[src/rtl/fetch_pkg.sv]
// Shared types and defaults for the instruction-fetch buffer.
// The optional FETCH_BUFFER_PERF_EN build adds stall and flush counters on fetch_buffer.
package fetch_pkg;

  localparam int XLEN_DEFAULT        = 32;
  localparam int FETCH_DEPTH_DEFAULT = 4;

  typedef struct packed {
    logic [XLEN_DEFAULT-1:0] pc;
    logic [XLEN_DEFAULT-1:0] instr;
  } fetch_entry_t;

endpackage

[src/rtl/fetch_fifo.sv]
// Circular FIFO of fetch entries with push, pop and a synchronous clear.
// DEPTH must be a power of two so the pointers wrap by plain overflow.
module fetch_fifo
  import fetch_pkg::*;
#(
  parameter int  DEPTH   = FETCH_DEPTH_DEFAULT,
  parameter type entry_t = fetch_entry_t
) (
  input  logic                     clk,
  input  logic                     rst,
  input  logic                     clear,
  input  logic                     push,
  input  entry_t                   push_data,
  input  logic                     pop,
  output entry_t                   head,
  output logic                     empty,
  output logic [$clog2(DEPTH):0]   count
);

  localparam int AW = $clog2(DEPTH);
  localparam int CW = AW + 1;
  localparam logic [CW-1:0] FULL_CNT = CW'(DEPTH);

  entry_t        mem [DEPTH];
  logic [AW-1:0] wr_ptr;
  logic [AW-1:0] rd_ptr;
  logic          do_push;
  logic          do_pop;

  // Clear dominates so a flush always leaves the FIFO empty, even with a pop pending.
  assign do_push = push && !clear && (count != FULL_CNT);
  assign do_pop  = pop && !clear && !empty;

  assign empty = (count == '0);
  assign head  = mem[rd_ptr];

  always_ff @(posedge clk or negedge rst) begin
    if (!rst) begin
      wr_ptr <= '0;
      rd_ptr <= '0;
      count  <= '0;
    end else if (clear) begin
      wr_ptr <= '0;
      rd_ptr <= '0;
      count  <= '0;
    end else begin
      if (do_push) wr_ptr <= wr_ptr + AW'(1);
      if (do_pop)  rd_ptr <= rd_ptr + AW'(1);
      if (do_push && !do_pop)      count <= count + CW'(1);
      else if (!do_push && do_pop) count <= count - CW'(1);
    end
  end

  always_ff @(posedge clk) begin
    if (do_push) mem[wr_ptr] <= push_data;
  end

endmodule

[src/rtl/fetch_buffer.sv]
// Fetch stage: issues PC-stage addresses to sync imem and queues {pc, instr} for decode.
// Define FETCH_BUFFER_PERF_EN to add the stall_cycles / flush_count counters.
module fetch_buffer
  import fetch_pkg::*;
#(
  parameter int DEPTH = FETCH_DEPTH_DEFAULT,
  parameter int XLEN  = XLEN_DEFAULT
) (
  input  logic                    clk,
  input  logic                    rst,
  input  logic [XLEN-1:0]         pc_in,
  input  logic                    pc_valid,
  output logic                    pc_ready,
  input  logic                    flush,
  output logic [XLEN-1:0]         imem_addr,
  output logic                    imem_req,
  input  logic [XLEN-1:0]         imem_rdata,
  output logic [XLEN-1:0]         instr_out,
  output logic [XLEN-1:0]         instr_pc,
  output logic                    instr_valid,
  input  logic                    instr_ready,
  output logic [$clog2(DEPTH):0]  count
`ifdef FETCH_BUFFER_PERF_EN
  ,
  output logic [31:0]             stall_cycles,
  output logic [31:0]             flush_count
`endif
);

  localparam int CW = $clog2(DEPTH) + 1;
  localparam logic [CW:0] DEPTH_W = (CW+1)'(DEPTH);

  typedef struct packed {
    logic [XLEN-1:0] pc;
    logic [XLEN-1:0] instr;
  } entry_t;

  logic            inflight;
  logic [XLEN-1:0] inflight_pc;
  logic [CW:0]     occupancy;
  logic            accept;
  logic            push;
  logic            pop;
  logic            fifo_empty;
  entry_t          push_data;
  entry_t          head;

  // Handshakes: a transfer happens on a cycle where valid and ready are both high;
  // ready never depends on valid, and a pop does not free space until the next cycle.
  assign occupancy = {1'b0, count} + {{CW{1'b0}}, inflight};
  assign pc_ready  = rst && !flush && (occupancy < DEPTH_W);
  assign accept    = pc_valid && pc_ready;
  assign imem_req  = accept;
  assign imem_addr = pc_in;

  // The in-flight slot is reserved in occupancy, so the returning word always has room.
  assign push      = inflight && !flush;
  assign push_data = {inflight_pc, imem_rdata};
  assign pop       = instr_valid && instr_ready && !flush;

  assign instr_valid = !fifo_empty;
  assign instr_out   = instr_valid ? head.instr : '0;
  assign instr_pc    = instr_valid ? head.pc    : '0;

  always_ff @(posedge clk or negedge rst) begin
    if (!rst) begin
      inflight    <= 1'b0;
      inflight_pc <= '0;
    end else begin
      inflight <= accept;
      if (accept) inflight_pc <= pc_in;
    end
  end

  fetch_fifo #(
    .DEPTH   (DEPTH),
    .entry_t (entry_t)
  ) u_fifo (
    .clk       (clk),
    .rst       (rst),
    .clear     (flush),
    .push      (push),
    .push_data (push_data),
    .pop       (pop),
    .head      (head),
    .empty     (fifo_empty),
    .count     (count)
  );

`ifdef FETCH_BUFFER_PERF_EN
  logic stall_evt;
  logic flush_evt;

  assign stall_evt = pc_valid && !pc_ready && !flush;
  assign flush_evt = flush && (occupancy != '0);

  // Both counters saturate rather than wrap.
  always_ff @(posedge clk or negedge rst) begin
    if (!rst) begin
      stall_cycles <= '0;
      flush_count  <= '0;
    end else begin
      if (stall_evt && (stall_cycles != '1)) stall_cycles <= stall_cycles + 32'd1;
      if (flush_evt && (flush_count != '1))  flush_count  <= flush_count + 32'd1;
    end
  end
`endif

endmodule

[config.mk]
export PLATFORM = sky130hd
export DESIGN_NAME = fetch_buffer
export DESIGN_NICKNAME = d
export VERILOG_FILES = /design/src/rtl/fetch_pkg.sv /design/src/rtl/fetch_fifo.sv /design/src/rtl/fetch_buffer.sv
export SDC_FILE = /design/constraint.sdc
export NUM_CORES = 1
export LEC_CHECK = 0
export CORE_UTILIZATION = 45
export CTS_BUF_LIST = sky130_fd_sc_hd__clkbuf_2
export DETAILED_ROUTE_END_ITERATION = 7
export PLACE_DENSITY = 0.71
export SYNTH_ARGS = -nofsm -noshare
export SYNTH_HDL_FRONTEND = slang
export SYNTH_SLANG_ARGS = --single-unit
[constraint.sdc]
create_clock -name clk -period 3.1 [get_ports clk]
set_input_delay 0.465 -clock clk [delete_from_list [all_inputs] [get_ports clk]]
set_output_delay 0.465 -clock clk [all_outputs]
set_load 0.05 [all_outputs]
==> impl_metrics.toml <==
[timing]
final.setup_skew_ns = 0.0427
hold-worst-slack_ns = 0.336
maxSlewViolCount = 0
fmax_mhz = 340
rsz0062_at_grt = "yes"
min_period_over_period_pct = 95.0
final-setup-viol-count = 0
period_needed_ns = 2.94
setup_slack_ns = 0.156
slew_headroom_pct = 61.1
worst-slew-pin-transition_ns = 0.584
finalHoldViolCount = 0

[synthesis]
yosys_warnings = 0
async_reset_ff_share_pct = 13.5
synth-seq-cells = 296
yosys.area.top_type_share_pct = 65.8
yosysTopAreaCell = "edfxtp_1"
synth_area_per_cell_sq_um = 20.5
yosysMostFrequentCell = "edfxtp_1"
syn-num-nets = 645
synth_commonest_cells = "edfxtp_1 (256), and2_1 (69), mux4_2 (64)"
synth.distinct_cells = 34
ys_dominant_reg_cell = "edfxtp_1"
synthTopCellsByArea = "edfxtp_1 (66%), mux4_2 (12%), dfrtp_1 (8.6%)"
synth-edff-count = 256
ys_seq_area_share_pct = 74.3
synthCells = 571
netlist_area_sq_um = 11700

[cts]
clk_latency_ns = 0.76
cts-htree-levels = 3
cts_tree = "yes"
cts_root_buf = "clkbuf_2"
cts_sinks = 296
cts_buffer_depth = 3
numCtsBuffers = 70
clk_pin_slew_ns = 0.10
post_cts_buffers = 0

[power]
power.switching_mw = 4.23
sw_frac_of_total_pct = 35.8
p_leak_nw = 5.09
peakVddDrop_uv = 412
p_seq_share_pct = 41.9
p_clk_share_pct = 20.6
comb_power_share_pct = 37.5
p_int_mw = 7.57
power.density_nw_per_um2 = 815

[floorplanning]
ios = 171
chipWidth_microns = 163
start_util_pct = 46.1
coreArea_sq_um = 25300
rows = 58
fp.dieH_microns = 163
die_area_sq_um = 26600

[cells_and_area]
drive_above_1_share_pct = 41.4
nNetsFinal = 841
syn2layout_area_growth_pct = 23.9

[detailed_routing]
drc = 0
viasPerCell = 5.14
vias = 5943
first_iter_violations = 293
drt.antenna.violating_nets = 0
first_pass_iters = 4
routedWlPerCell_microns = 19.6
routed_wl_mm = 22.7

[critical_path]
critPathMaxStageDelay_ns = 0.53
cp.required_ns = 2.63
path_max_fanout = 32
worst_setup_path_end_kind = "output pin"
r2r-end = "u_fifo.count[2]$_DFFE_PN0P_"
crit_slowest_cell = "dfrtp_4"
crit_type = "reg -> out"
r2r_setup_slack_ns = 0.41
cp-start-kind = "flip-flop"
r2r_cells = 7
rr_startpoint = "u_fifo.count[2]$_DFFE_PN0P_"
arrival_ns = 2.48
path_cells = "buf_16, mux4_2, and2_1, buf_6"

[global_route]
grt_use_total_pct = 17.7
grt.overflow.total = 0
grt_pass1_vias = 6416
antenna_found_initial = 2
grt_first_pass_wirelength_mm = 34.8
grt_max_degree = 65

[flow_run]
cap_violations = 0

[hold_path]
holdPathStages = 1
hold-path-endpoint = "u_fifo.mem[1][9]$_DFFE_PP_"
hold_path.class = "in -> reg"
hp-start = "imem_rdata[9]"

[placement]
place_congestion = 0.763
dp_slack_ns = 0.357
dp_hpwl_mm = 13.1
portBuffers = 170

[status]
status = "complete, no violations"
[worst max-delay path by stage]
stage                                 start                           to  slack, ns  cells past startpoint
4_1_cts        u_fifo.rd_ptr[0]$_DFFE_PN0P_                 instr_out[2]     -0.009                      4
3_5_place_dp                    instr_ready  u_fifo.count[2]$_DFFE_PN0P_       0.36                      7
2_1_floorplan   u_fifo.count[2]$_DFFE_PN0P_  u_fifo.count[2]$_DFFE_PN0P_       0.50                      8
6_report       u_fifo.rd_ptr[0]$_DFFE_PN0P_                 instr_out[2]       0.16                      4
3_3_place_gp                          flush  u_fifo.count[2]$_DFFE_PN0P_       0.46                      8
5_1_grt        u_fifo.rd_ptr[0]$_DFFE_PN0P_                 instr_out[2]      -0.04                      4
[what timing repair did]
action	CTS	global route
hold buffers	1	0
hold endpoints to repair	41	0
endpoints found under the setup margin	65	64
pin swaps	0	0
gates resized for setup	5	104
cloned	1	0
[cell usage in the layout, fill, tap and decap left out, types with 15 or more instances in the layout]
cell | netlist | routed
mux2_2 | 33 | 33
clkbuf_2 | 0 | 107
edfxtp_1 | 256 | 256
and2_4 | 0 | 42
mux4_2 | 64 | 64
clkinv_1 | 0 | 15
clkdlybuf4s50_1 | 0 | 103
and2_1 | 69 | 27
buf_6 | 5 | 66
dfrtp_1 | 40 | 36
[metal layers]
metal  wire length [microns]  GRT usage [%]  vias to the layer above
met5                       0              0                        -
met1                    9150           21.6                     3048
met2                   12000           30.7                      191
met3                    1220           4.32                       25
li1                        -              -                     2679
met4                     295           6.24                        0
[cell families (layout without fill, tap and decap cells)]
logic type | after synthesis | in the layout | share of synthesized area, %
mux | 99 | 99 | 15.7
flops | 296 | 296 | 74.3
simple gates | 88 | 88 | 4.67
xor+xnor | 2 | 2 | 0.150
compound gates | 13 | 13 | 0.846
other cells | 0 | 3 | 0
buf+inv | 68 | 321 | 3.70
fa+ha+maj | 5 | 5 | 0.600
[flip-flops by register name, summed over array words and instances, names as in the netlist]
name / cells
inflight_pc: 32
u_fifo.count: 3
u_fifo.wr_ptr: 2
u_fifo.mem: 256
u_fifo.rd_ptr: 2
inflight: 1
[through the flow]
step           total power [mW]  setup TNS (ns)  utilization [%]  cells  cell area, sq um
6_report                   11.8               0             57.2   1157             14500
5_1_grt                    12.4         -0.0605             57.2   1157             14500
4_1_cts                    11.5         -0.0152             55.8   1154             14100
3_5_place_dp               8.95               0             53.0   1023             13400
3_3_place_gp               8.87               0             53.0   1023             13400
2_1_floorplan              7.78               0                -    571             11700
[area by class of cell]
| cell class | instances | area [sq um] |
|---|---|---|
| sequential | 296 | 8700 |
| clock buffer | 107 | 536 |
| multi-input combinational | 207 | 2670 |
| fill | 1939 | 10900 |
| inverter | 7 | 26.3 |
| timing repair buffer | 185 | 2010 |
| antenna | 3 | 7.51 |
| clock inverter | 22 | 114 |
| tap | 330 | 413 |
[worst max-delay path, delay by kind of cell (launching register included)]
kind | cells | cell delay (ns)
AND/OR/NAND/NOR | 1 | 0.22
flip-flops | 1 | 0.53
multiplexers | 1 | 0.52
buffers and inverters | 2 | 0.46
[power by group through the flow]
stage	combinational, mW	clock, mW	sequential (mW)
detailed placement	3.94	0	5.02
finish	4.42	2.43	4.94
CTS	4.00	2.53	4.94
global placement	3.90	0	4.97
floorplan	2.84	0	4.94
global route	4.65	2.74	4.98
Note: power is estimated with default switching activity, not from simulation.
==> RTL edit 1 (config.mk and constraints unchanged) <==
Add a define of `FETCH_BUFFER_PERF_EN`.
--- a/src/rtl/fetch_buffer.sv
+++ b/src/rtl/fetch_buffer.sv
@@ -2,2 +2,4 @@
 // Define FETCH_BUFFER_PERF_EN to add the stall_cycles / flush_count counters.
+`define FETCH_BUFFER_PERF_EN
+
 module fetch_buffer
Formal check against the unedited RTL (old outputs only; new: flush_count and stall_cycles): equivalent (Yosys induction, for registers that start in step).
==> RTL edit 1 against the unedited design <==
Non-clock buffer count is 105 higher. Critical path type unchanged. Combinational power rose by 63%. First-iteration DRC count is 27% higher. Area after synthesis is 26% higher. Total power increased by 39%. Critical path depth increased by 2. Routed wire length is 41% higher. Setup slack got worse by 74 ps. Sequential cell count increased by 64. Critical endpoint is now instr_pc[28]. Design area up 33%. Sequential power grew 21%.
==> RTL edit 1: results (changes against the unedited design) <==
status complete, no violations; largest net degree at the start of global routing 81 (+25%); P_int 10.2 mW (+35%); top cells by area, synth edfxtp_1 52%, dfrtp_1 18%, mux4_2 9.8%; number of gates resized after CTS 68 (+63); initial antenna violation count 1 (-1); later-pin clock latency in the skew report 880 ps (+120 ps); gpl congestion 0.841 (+10%); filler instances 2,469 (+27%); non-clk buf share 16.9% (+3.0 points); wl on met1 14,200 µm (+55%); Nets 1,261 (+50%); TritonCTS Buffers 89 (+27%); IO buf count 234 (+38%); reg2reg path depth 9 (+2); ys async rst share 28.9% (+15 points); met2 Resource Use GR 30.7% (about the same); global-route wire length before repair 49,300 µm (+42%); GRT Util Overall 19.3% (+1.6 points); bufs w/o clock 290 (+57%); Inverters 11 (+4); cts hold-fix bufs 2 (+1); M3 GR Usage 5.44% (+1.1 points); Slew headroom 53.3% (-7.8 points); P_leak 7.12 nW (+40%); WL final 32,000 µm (+41%); worst min path class in -> async; synth cell count leaders 256 x edfxtp_1, 104 x dfrtp_1, 73 x and2_1; CP max FO 5 (-84%); total iterations of the first detailed-routing run 5 (+1); syn nets 943 (+46%); Worst Slack Setup Final 82.2 ps (-73.9 ps); worst r2r src u_fifo.count[2]$_DFFE_PN0P_; number of DRC markers in iteration 0 372 (+27%); metal2 WL 15,400 µm (+28%); Data arrival, critical path 2550 ps (+70 ps); clock skew 65.7 ps (+22.9 ps); Critical Path Sink instr_pc[28]; pre-CTS worst setup slack 439 ps (+82.3 ps); delay-heaviest family, CP buffers and inverters; vias per std cell 5.11 (-0.59%); post-synthesis register bit count 360 (+22%); CLK BUF 128 (+20%); setup repair bufs after CTS 13 (+13)
RTL edit 1: stage by stage:
step	cell area (µm²)	instances	hold WS (ps)
detailed placement	17500	1503	433
global placement	17500	1503	429
global route	19300	1690	50.1
floorplan	14700	865	169
CTS	18900	1682	42.7
finish	19300	1690	163
RTL edit 1: power by group through the flow:
stage | Clock (mW) | Combinational, mW | Sequential, mW
final | 3.21 | 7.22 | 5.99
after global routing | 3.58 | 7.57 | 6.05
after CTS | 3.35 | 6.58 | 5.97
after detailed placement | 0 | 5.69 | 6.18
after global placement | 0 | 5.65 | 6.17
after floorplan | 0 | 3.75 | 6.26
RTL edit 1: cell families after synthesis:
group | after synthesis | synth area share, %
AO/OA/AOI/OAI | 20 | 1.07
adder cells (fa/ha/maj) | 9 | 0.814
multiplexers | 100 | 12.5
XOR/XNOR | 65 | 3.86
AND/OR/NAND/NOR | 237 | 9.18
buffers and inverters | 74 | 2.77
flip-flops | 360 | 69.8
==> RTL edit 2 (config.mk and constraints unchanged) <==
Without the edit above. Register the output `count`; this adds one clock of latency there. The other outputs are not delayed to match.
--- a/src/rtl/fetch_buffer.sv
+++ b/src/rtl/fetch_buffer.sv
@@ -37,2 +37,4 @@
 
+  logic [$clog2(DEPTH):0] count_d;
+
   logic            inflight;
@@ -49,3 +51,3 @@
   // ready never depends on valid, and a pop does not free space until the next cycle.
-  assign occupancy = {1'b0, count} + {{CW{1'b0}}, inflight};
+  assign occupancy = {1'b0, count_d} + {{CW{1'b0}}, inflight};
   assign pc_ready  = rst && !flush && (occupancy < DEPTH_W);
@@ -86,3 +88,3 @@
     .empty     (fifo_empty),
-    .count     (count)
+    .count     (count_d)
   );
@@ -108,2 +110,6 @@
 
+  always_ff @(posedge clk) begin
+    count <= count_d;
+  end
+
 endmodule
Function: changed (a bounded check fails within 4 cycles, from zero or initial values and one cycle with rst low).
==> RTL edit 2 against the unedited design <==
Routed wire length down 0.71%. Worst hold slack worse by 100 ps. Setup slack better by 5.5 ps. Area after synthesis up 0.51%. Combinational power down 11%. Total power down 2.1%. Sequential cell count up 3. Design area down 0.79%.
==> RTL edit 2: results (changes against the unedited design) <==
Finished Layout Cells 1,173 (+1.4%); P_comb 3.92 mW (-11%); share of post-route cells with drive strength above 1 37.6% (-3.7 points); TritonCTS Buffers 75 (+7.1%); top sig layer met5; number of DRC markers in iteration 0 312 (+6.5%); vias per std cell 5.10 (-0.72%); metal2 WL 11,300 µm (-5.6%); Net Sw Frac 36.1% (+0.24 points); Mapped Cells 574 (+0.53%); M3 GR Usage 4.65% (+0.33 points); P_leak 5.09 nW (-0.13%); synth-to-layout area growth 22.3%; hold slack 232 ps (-104 ps); largest registers u_fifo.mem x256, inflight_pc x32; Placed Area 13,600 µm² (+1.2%); later-pin clock latency in the skew report 810 ps (+50 ps); filler instances 2,003 (+3.3%); met3 wire length 1340 µm (+9.7%); status complete, no violations; switching power 4.17 mW (-1.4%); top cells by area, synth edfxtp_1 65%, mux4_2 12%, dfrtp_1 8.5%; syn nets 648 (+0.47%); Unique masters post-synth 35 (+2.9%); Reg2Reg Setup Slack 470 ps (+60 ps)
[RTL edit 2: changes by cell type after synthesis, sizes merged]
cell   delta
dfxtp     +3
[RTL edit 2: what timing repair did]
item,CTS,global route
cloned,0,0
buffers inserted,3,1
setup endpoints to repair,65,41
hold endpoints to repair,40,0
hold buffers,1,0
gates resized for setup,3,5
[RTL edit 2: worst max-delay path, cell delays in order, from the launching register on]
cell and delay [ps]:
dfrtp_4 540, buf_16 250, mux4_2 540, and2_1 180, buf_4 190
[RTL edit 2: layout make-up]
cell class / count / share of cell area [%]
clock buffer: 114 / 3.97
sequential: 299 / 61.0
timing repair buffer: 195 / 13.1
inverter: 7 / 0.183
multi-input combinational: 207 / 17.9
clock inverter: 20 / 0.923
tap: 330 / 2.87
antenna: 1 / 0.0174
